--- config.mk ---
export PLATFORM = sky130hd
export DESIGN_NAME = ir_frame_decoder
export DESIGN_NICKNAME = d
export VERILOG_FILES = /design/src/rtl/ir_pkg.sv /design/src/rtl/ir_pulse_timer.sv /design/src/rtl/ir_frame_decoder.sv
export SDC_FILE = /design/constraint.sdc
export NUM_CORES = 1
export LEC_CHECK = 0
export ABC_AREA = 0
export CORE_MARGIN = 5
export CORE_UTILIZATION = 56
export DETAILED_ROUTE_END_ITERATION = 8
export GPL_TIMING_DRIVEN = 1
export PLACE_DENSITY = 0.79
export SETUP_SLACK_MARGIN = 0.1
export SLEW_MARGIN = 20
export SYNTH_ARGS = -nofsm -noshare
export SYNTH_HDL_FRONTEND = slang
export SYNTH_HIERARCHICAL = 1
export SYNTH_SLANG_ARGS = --single-unit
--- constraint.sdc ---
create_clock -name clk -period 3.05 [get_ports clk]
set_input_delay 0.61 -clock clk [delete_from_list [all_inputs] [get_ports clk]]
set_output_delay 0.61 -clock clk [all_outputs]
set_load 0.02 [all_outputs]
--- src/rtl/ir_pkg.sv ---
// ---------------------------------------------------------------------------
// ir_pkg
// Shared definitions for the IR pulse-width frame decoder.
//   ir_state_t      : decoder state encoding (IDLE, LEADER, DATA, DONE)
//   IR_LEAD_MIN     : default leader threshold (high ticks, strictly greater)
//   IR_ONE_MIN      : default '1' threshold (high ticks, strictly greater)
//   IR_GAP_MAX      : default in-frame low timeout (ticks, strictly greater)
//   inv_bytes_ok()  : checks byte1 == ~byte0 and byte3 == ~byte2 of a word
// ---------------------------------------------------------------------------
package ir_pkg;

   typedef enum logic [1:0] {
      IDLE   = 2'd0,
      LEADER = 2'd1,
      DATA   = 2'd2,
      DONE   = 2'd3
   } ir_state_t;

   localparam int IR_LEAD_MIN = 15;
   localparam int IR_ONE_MIN  = 10;
   localparam int IR_GAP_MAX  = 8;

   function automatic logic inv_bytes_ok(input logic [31:0] w);
      return (w[15:8] == ~w[7:0]) && (w[31:24] == ~w[23:16]);
   endfunction

endpackage

--- src/rtl/ir_pulse_timer.sv ---
// ---------------------------------------------------------------------------
// ir_pulse_timer
// Saturating duration counter, advanced by the sample tick.
// Ports:
//   clk   : system clock
//   reset : synchronous active-high reset
//   clr   : clear to zero (wins over counting)
//   en    : count enable (line is at the level being timed)
//   tick  : sample enable
//   cnt   : current duration, holds at all-ones instead of wrapping
// ---------------------------------------------------------------------------
module ir_pulse_timer #(
   parameter int CNT_W = 8
) (
   input  logic             clk,
   input  logic             reset,
   input  logic             clr,
   input  logic             en,
   input  logic             tick,
   output logic [CNT_W-1:0] cnt
);

   always_ff @(posedge clk) begin
      if (reset) begin
         cnt <= '0;
      end else if (clr) begin
         cnt <= '0;
      end else if (en && tick && (cnt != '1)) begin
         cnt <= cnt + 1'b1;
      end
   end

endmodule

--- src/rtl/ir_frame_decoder.sv ---
// ---------------------------------------------------------------------------
// ir_frame_decoder
// Pulse-width IR frame decoder: times high/low durations of the demodulated
// line, detects a leader pulse, then captures NBITS bits (long high = 1,
// short high = 0), LSB first. Aborts on an in-frame gap or a re-leader.
// Optional build macro: IR_INV_CHECK_EN (only acts when NBITS == 32) rejects
// frames whose byte1/byte3 are not the inverse of byte0/byte2.
// Ports:
//   clk        : system clock
//   reset      : synchronous active-high reset
//   tick       : sample enable for the duration counters
//   ir_in      : demodulated IR line (asynchronous)
//   data_out   : last accepted frame, LSB = first received bit
//   data_valid : one-cycle pulse when data_out updates
//   busy       : high while in LEADER or DATA
//   frame_err  : one-cycle pulse on abort
//   bit_cnt    : bits captured in the current frame
// ---------------------------------------------------------------------------
module ir_frame_decoder
   import ir_pkg::*;
#(
   parameter int CNT_W    = 8,
   parameter int NBITS    = 32,
   parameter int LEAD_MIN = IR_LEAD_MIN,
   parameter int ONE_MIN  = IR_ONE_MIN,
   parameter int GAP_MAX  = IR_GAP_MAX
) (
   input  logic                       clk,
   input  logic                       reset,
   input  logic                       tick,
   input  logic                       ir_in,
   output logic [NBITS-1:0]           data_out,
   output logic                       data_valid,
   output logic                       busy,
   output logic                       frame_err,
   output logic [$clog2(NBITS+1)-1:0] bit_cnt
);

   localparam int BC_W = $clog2(NBITS+1);
   localparam logic [CNT_W-1:0] LEAD_TH = CNT_W'(LEAD_MIN);
   localparam logic [CNT_W-1:0] ONE_TH  = CNT_W'(ONE_MIN);
   localparam logic [CNT_W-1:0] GAP_TH  = CNT_W'(GAP_MAX);
   localparam logic [BC_W-1:0]  LAST_BIT = BC_W'(NBITS-1);

`ifdef IR_INV_CHECK_EN
   localparam bit INV_CHK = (NBITS == 32);
`else
   localparam bit INV_CHK = 1'b0;
`endif

   ir_state_t        state;
   logic             ir_m, ir_s, ir_p;
   logic             rise, fall;
   logic [CNT_W-1:0] hi_cnt, lo_cnt;
   logic [NBITS-1:0] shreg;
   logic             gap;

   // Two-flop synchroniser plus one delay flop for edge detection
   always_ff @(posedge clk) begin
      if (reset) begin
         ir_m <= 1'b0;
         ir_s <= 1'b0;
         ir_p <= 1'b0;
      end else begin
         ir_m <= ir_in;
         ir_s <= ir_m;
         ir_p <= ir_s;
      end
   end

   assign rise = ir_s & ~ir_p;
   assign fall = ~ir_s & ir_p;
   assign gap  = ~ir_s && (lo_cnt > GAP_TH);

   ir_pulse_timer #(.CNT_W(CNT_W)) u_hi (
      .clk(clk), .reset(reset), .clr(rise), .en(ir_s), .tick(tick), .cnt(hi_cnt)
   );

   ir_pulse_timer #(.CNT_W(CNT_W)) u_lo (
      .clk(clk), .reset(reset), .clr(fall), .en(~ir_s), .tick(tick), .cnt(lo_cnt)
   );

   // Frame FSM; decisions use the counter values present at the edge
   always_ff @(posedge clk) begin
      if (reset) begin
         state      <= IDLE;
         data_out   <= '0;
         data_valid <= 1'b0;
         busy       <= 1'b0;
         frame_err  <= 1'b0;
         bit_cnt    <= '0;
      end else begin
         data_valid <= 1'b0;
         frame_err  <= 1'b0;
         case (state)
            IDLE: begin
               if (fall && (hi_cnt > LEAD_TH)) begin
                  state <= LEADER;
                  busy  <= 1'b1;
               end
            end
            LEADER: begin
               if (rise) begin
                  state   <= DATA;
                  bit_cnt <= '0;
               end else if (gap) begin
                  state     <= IDLE;
                  busy      <= 1'b0;
                  frame_err <= 1'b1;
               end
            end
            DATA: begin
               if (fall) begin
                  if (hi_cnt > LEAD_TH) begin
                     // A leader-length pulse mid-frame restarts the frame
                     state     <= LEADER;
                     bit_cnt   <= '0;
                     frame_err <= 1'b1;
                  end else begin
                     for (int i = 0; i < NBITS; i++) begin
                        if (bit_cnt == BC_W'(i)) shreg[i] <= (hi_cnt > ONE_TH);
                     end
                     bit_cnt <= bit_cnt + 1'b1;
                     if (bit_cnt == LAST_BIT) begin
                        state <= DONE;
                        busy  <= 1'b0;
                     end
                  end
               end else if (gap) begin
                  state     <= IDLE;
                  busy      <= 1'b0;
                  bit_cnt   <= '0;
                  frame_err <= 1'b1;
               end
            end
            DONE: begin
               state <= IDLE;
               if (INV_CHK && !inv_bytes_ok(32'(shreg))) begin
                  frame_err <= 1'b1;
               end else begin
                  data_out   <= shreg;
                  data_valid <= 1'b1;
               end
            end
            default: begin
               state <= IDLE;
               busy  <= 1'b0;
            end
         endcase
      end
   end

endmodule
==> results of run 1 <==
==> final cells by class <==
cell class,instances,area share
clock buffer,9,0.0257
clock inverter,7,0.0137
inverter,14,0.0109
multi-input combinational,281,0.371
sequential,94,0.457
tap,99,0.0257
timing repair buffer,48,0.0965
==> synth_stat cells, types with 3 or more instances <==
cell type | number | area [um2]
a31oi_1 | 5 | 31.3
and2_1 | 3 | 18.8
nor2b_1 | 7 | 43.8
clkbuf_1 | 8 | 30.0
or3_1 | 7 | 43.8
and3_1 | 5 | 31.3
nor3_1 | 3 | 15.0
nand2_1 | 34 | 128
o31ai_1 | 5 | 37.5
ha_1 | 11 | 138
inv_1 | 14 | 52.6
nand3_1 | 14 | 70.1
nor2_1 | 76 | 285
buf_6 | 4 | 45.0
mux2i_1 | 42 | 420
o21ai_0 | 8 | 40.0
or4_1 | 3 | 22.5
nand4_1 | 6 | 37.5
edfxtp_1 | 32 | 961
a21oi_1 | 8 | 40.0
a211oi_1 | 4 | 30.0
nor4_1 | 5 | 31.3
dfxtp_1 | 62 | 1240
==> through the flow <==
stage                     hold slack [ns]  cells
after floorplan                     0.414    404
after global placement              0.416    536
after detailed placement            0.442    536
after CTS                           0.461    552
after global routing                0.480    552
final                               0.461    552
==> how the worst max path moves through the flow <==
| stage | from | end | slack (ns) |
|---|---|---|---|
| 6_report | bit_cnt[2] | bit_cnt[2] | 0.85 |
| 5_1_grt | state[0] | shreg[14] | 0.72 |
| 4_1_cts | bit_cnt[2] | bit_cnt[2] | 0.85 |
| 3_5_place_dp | tick | u_hi/cnt[7] | 0.94 |
| 3_3_place_gp | tick | u_lo/cnt[7] | 0.96 |
| 2_1_floorplan | u_hi/cnt[0] | shreg[0] | 0.85 |
==> cell families after synthesis <==
group / Yosys count / share of synthesized area
mux: 42 / 0.102
compound gates: 50 / 0.0870
fa+ha+maj: 11 / 0.0333
simple gates: 178 / 0.211
buf+inv: 29 / 0.0339
flops: 94 / 0.533
==> cells in the final DEF (no fill, tap or decap), drive strengths merged, types with 5 or more instances in the layout <==
cell type,n
clkbuf,9
and3,5
dfxtp,62
nand2,34
a31oi,5
nand4,6
o31ai,6
inv,19
or3,7
o21ai,8
a21oi,8
edfxtp,32
nor2b,7
buf,5
clkdlybuf4s50,43
ha,11
mux2i,42
nor2,76
nand3,14
nor4,5
or4,5
==> registers in the layout (all words and copies together) (netlist names) <==
name and cells:
ir_m 1, busy 1, ir_p 1, shreg 32, state 2, data_valid 1, u_lo/cnt 8, ir_s 1
frame_err 1, u_hi/cnt 8, bit_cnt 6, data_out 32
==> layer usage <==
layer	global-route usage	vias to the layer above
li1	-	1537
met1	0.240	1472
met2	0.315	90
met3	0.0336	19
met4	0.0865	0
met5	0	-
==> power breakdown <==
group / total, mW / leakage, nW / internal [mW] / switching [mW]
registers: 1.30 / 0.797 / 1.29 / 0.0102
logic: 0.102 / 0.737 / 0.0414 / 0.0602
clock network: 0.795 / 0.0998 / 0.317 / 0.478
total: 2.20 / 1.63 / 1.65 / 0.549
==> flow_metrics.env, run 1 <==
export IMPL_status="finished, final reports clean"
export IMPL_pre_cts_ws_ns=0.944
export IMPL_path_cells="clkdlybuf4s50_1"
export IMPL_finalCritPeriodShare=0.720
export IMPL_grt_pass1_wl_mm=13.6
export IMPL_multi_input_area_um2=1790
export IMPL_post_route_min_period_ns=2.20
export IMPL_syn_inst=404
export IMPL_hp_class="reg -> reg"
export IMPL_hp_start="ir_m"
export IMPL_io_pins=45
export IMPL_dp_hpwl_mm=5.64
export IMPL_seq_area_frac_synth=0.533
export IMPL_crit_family="buffers and inverters"
export IMPL_met2_length_mm=3.89
export IMPL_ys_warn_count=6
export IMPL_drc=0
export IMPL_globalRouteOverflowTotal=0
export IMPL_min_path_cells=1
export IMPL_cpMaxStageDelayCell="clkdlybuf4s50_1"
export IMPL_cts_resized=0
export IMPL_p_total_mw=2.20
export IMPL_yosysUniqueCellTypes=50
export IMPL_hold_buffers=0
export IMPL_ir_drop_uv=228
export IMPL_dieArea_um2=9190
export IMPL_max_freq_ghz=0.455
export IMPL_rr_startpoint="state[0]"
export IMPL_grt_max_degree=35
export IMPL_die_h_um=95.9
export IMPL_vias_per_cell=5.65
export IMPL_first_global_vias=2911
export IMPL_avgSynthCellArea_um2=10.2
export IMPL_initialDrtViolationCount=217
export IMPL_placed_cell_area_um2=4630
export IMPL_first_pass_iters=5
export IMPL_tns_ns=0
export IMPL_cts_max_level=3
export IMPL_fin_util=0.669
export IMPL_finish_net_count=463
export IMPL_insertion_delay_ns=0.37
export IMPL_fin_ws_ns=0.853
export IMPL_numCtsBuffers=9
export IMPL_maxSlewViolCount=0
export IMPL_rrSetupSlack_ns=0.90
export IMPL_place_gp_congestion=0.903
export IMPL_p_leak_nw=1.63
export IMPL_slew_headroom=0.449
export IMPL_cp_end_kind="output port"
export IMPL_cts_sinks=94
export IMPL_worst_ep_required_time_ns=2.44
export IMPL_critPathMaxFanout=11
export IMPL_synth_seq_cells=94
export IMPL_grt_use_total=0.190
export IMPL_rsz0062_at_grt="no"
export IMPL_cts_root_buf="clkbuf_8"
export IMPL_dieWidth_um=95.9
export IMPL_core_um2=7210
export IMPL_slowest_delay_ns=0.68
export IMPL_io_buffers=44
export IMPL_synth_edf_count=32
export IMPL_crit_arrival_ns=1.59
export IMPL_highest_layer="met4"
export IMPL_vias=3118
export IMPL_path_class="reg -> out"
export IMPL_setup_viol=0
export IMPL_syn2layout_area_growth_pct=16.8
export IMPL_synthFlopType="dfxtp_1"
export IMPL_synth_area_um2=4130
export IMPL_clk_pin_slew_ns=0.10
export IMPL_start_kind="flip-flop"
export IMPL_start_util=0.572
export IMPL_hold_viol_final=0
export IMPL_cap_violations=0
export IMPL_route_met3_wl_um=447
export IMPL_timing_rr_end="bit_cnt[5]"
export IMPL_cts_tree="built"
export IMPL_postRouteAntennaNets=0
export IMPL_num_antenna_cells=0
export IMPL_fp_row_count=31
export IMPL_wire_per_inst_um=14.8
export IMPL_tightest_slew_ns=0.826
export IMPL_finalWirelength_mm=8.16
export IMPL_post_cts_buffers=0
export IMPL_drive_gt1_frac=0.0640
export IMPL_r2r_cells=6
export IMPL_fin_worst_skew_ns=0.0107
export IMPL_syn_nets=419
export IMPL_antenna_found_initial=0
export IMPL_power_density_nw_per_um2=456
export IMPL_seq_area_um2=2200
export IMPL_crit_buf_inv=1
export IMPL_fillCellCount=593
export IMPL_worstHoldEndpoint="ir_s"
export IMPL_m1WireLength_mm=3.65
export IMPL_clk_path_buf_depth=2
export IMPL_fin_area_um2=4820
export IMPL_cp_depth=1
export IMPL_synth_async_reset_ratio=0
Note: power is estimated with default switching activity, not from simulation.
==> run 2: changes to the inputs <==
==> constraint.sdc (replaced) <==
create_clock -name clk -period 2.2 [get_ports clk]
set_input_delay 0.44 -clock clk [delete_from_list [all_inputs] [get_ports clk]]
set_output_delay 0.44 -clock clk [all_outputs]
set_load 0.02 [all_outputs]
==> run 2 against run 1 <==
Effect of this change: non-clock buffer count up 6; flip-flop and latch count unchanged; cell area up 1.2%; critical path type unchanged; largest power group unchanged.
==> flow_metrics.env, run 2 (synthesis gave the netlist of run 1 again) <==
export IMPL_status="finished, final reports clean"
export IMPL_clk_path_buf_depth=2
export IMPL_hp_class="in -> reg"
export IMPL_antenna_found_initial=0
export IMPL_cp_depth=1
export IMPL_finalNonFillerCells=558
export IMPL_finalCritPeriodShare=0.906
export IMPL_fin_util=0.677
export IMPL_place_gp_congestion=0.878
export IMPL_dieArea_um2=9190
export IMPL_hold_buffers=0
export IMPL_setup_viol=0
export IMPL_grt_max_degree=36
export IMPL_cap_violations=0
export IMPL_cts_max_level=3
export IMPL_cts_root_buf="clkbuf_8"
export IMPL_r2r_cells=4
export IMPL_switchingPower_mw=0.754
export IMPL_drc=0
export IMPL_grt_use_total=0.198
export IMPL_reg_largest_list="data_out: 32 flops, shreg: 32 flops"
export IMPL_cp_end_kind="output port"
export IMPL_clkPwrFrac=0.359
export IMPL_num_antenna_cells=0
export IMPL_crit_buf_inv=1
export IMPL_finalWirelength_mm=8.26
export IMPL_dieWidth_um=95.9
export IMPL_vias_per_cell=5.58
export IMPL_post_cts_buffers=0
export IMPL_slowest_delay_ns=0.67
export IMPL_die_h_um=95.9
export IMPL_timing_rr_end="shreg[26]"
export IMPL_power_frac_seq=0.594
export IMPL_tightest_slew_ns=0.546
export IMPL_power_frac_comb=0.047
export IMPL_first_pass_iters=4
export IMPL_ir_drop_uv=317
export IMPL_io_pins=45
export IMPL_insertion_delay_ns=0.36
export IMPL_pre_cts_ws_ns=0.194
export IMPL_min_path_cells=2
export IMPL_cts_sinks=94
export IMPL_worst_ep_required_time_ns=1.76
export IMPL_maxSlewViolCount=0
export IMPL_rr_startpoint="u_hi/cnt[5]"
export IMPL_core_um2=7210
export IMPL_fin_ws_ns=0.207
export IMPL_path_cells="clkdlybuf4s50_1"
export IMPL_fp_row_count=31
export IMPL_fin_worst_skew_ns=0.00978
export IMPL_syn2layout_area_growth_pct=18.3
export IMPL_first_global_vias=3149
export IMPL_vias=3112
export IMPL_p_leak_nw=1.66
export IMPL_tns_ns=0
export IMPL_switching_share=0.248
export IMPL_grt_pass1_wl_mm=14.2
export IMPL_crit_family="buffers and inverters"
export IMPL_post_route_min_period_ns=1.99
export IMPL_critPathMaxFanout=11
export IMPL_power_density_nw_per_um2=623
export IMPL_slew_headroom=0.631
export IMPL_drive_gt1_frac=0.0784
export IMPL_hp_start="reset"
export IMPL_final_common_cell="nor2_1"
export IMPL_crit_arrival_ns=1.55
export IMPL_io_buffers=44
export IMPL_p_int_mw=2.29
export IMPL_hold_viol_final=0
export IMPL_initialDrtViolationCount=123
export IMPL_finish_net_count=469
export IMPL_start_util=0.572
export IMPL_numCtsBuffers=9
export IMPL_clk_pin_slew_ns=0.10
export IMPL_cts_tree="built"
export IMPL_rsz0062_at_grt="no"
export IMPL_globalRouteOverflowTotal=0
export IMPL_worstHoldEndpoint="ir_p"
export IMPL_postRouteAntennaNets=0
export IMPL_dp_cells=542
export IMPL_final_cell_mix="nor2_1, dfxtp_1, clkdlybuf4s50_1"
export IMPL_start_kind="flip-flop"
export IMPL_max_freq_ghz=0.502
export IMPL_path_class="reg -> out"
export IMPL_cpMaxStageDelayCell="clkdlybuf4s50_1"
export IMPL_dp_hpwl_mm=5.94
export IMPL_rrSetupSlack_ns=0.24
export IMPL_wire_per_inst_um=14.8
-- run 2: changes by cell type in the layout (fill, tap and decap cells not counted) --
cell / delta
ha_1: -1
clkinv_4: -1
buf_12: +1
clkinvlp_4: +2
buf_4: +5
inv_4: -1
ha_2: +1
-- run 2: how the worst max path moves through the flow --
| stage | slack (ns) | end | startpoint |
|---|---|---|---|
| final | 0.21 | bit_cnt[2] | bit_cnt[2] |
| after global routing | 0.11 | bit_cnt[5] | state[1] |
| after CTS | 0.17 | bit_cnt[5] | state[0] |
| after detailed placement | 0.19 | bit_cnt[5] | state[0] |
| after global placement | 0.26 | u_hi/cnt[0] | tick |
| after floorplan | 0.31 | busy | u_hi/cnt[5] |
-- run 2: final cells by class --
type / count / area [um2]
clock buffers: 9 / 124
clock inverters: 7 / 66.3
fillers: 565 / 2330
inverters: 14 / 52.6
multi-input cells: 281 / 1790
flip-flops and latches: 94 / 2200
well taps: 99 / 124
repair buffers: 54 / 523
-- run 2: through the flow --
step / hold WS (ns) / area, um2 / power [mW]
floorplan: 0.414 / 4130 / 1.95
global placement: 0.417 / 4690 / 1.99
detailed placement: 0.425 / 4690 / 1.99
CTS: 0.318 / 4880 / 3.07
global route: 0.365 / 4880 / 3.16
finish: 0.323 / 4880 / 3.04
-- run 2: timing repair --
item                       4_1_cts  5_1_grt
setup endpoints to repair        0        1
hold endpoints to repair         0        0
resized for setup                0        1
-- run 2: metal layers --
metal  GRT usage  routed length, um  vias to the layer above
li1            -                  -                     1557
met1       0.236               3620                     1472
met2       0.345               4120                       75
met3      0.0383                425                        8
met4      0.0900                 89                        0
met5           0                  0                        -
-- run 2: power by group through the flow --
stage          registers (mW)  clock network [mW]  logic (mW)
4_1_cts                  1.81                1.12       0.144
3_3_place_gp             1.85                   0       0.142
5_1_grt                  1.81                1.19       0.162
2_1_floorplan            1.85                   0      0.0965
3_5_place_dp             1.85                   0       0.143
6_report                 1.81                1.09       0.144
-- run 2: worst register-to-register path, delay by kind of cell (launching register included) --
family	cells	cell delay (ns)
DFF	1	0.38
and+or+nand+nor	4	1.30
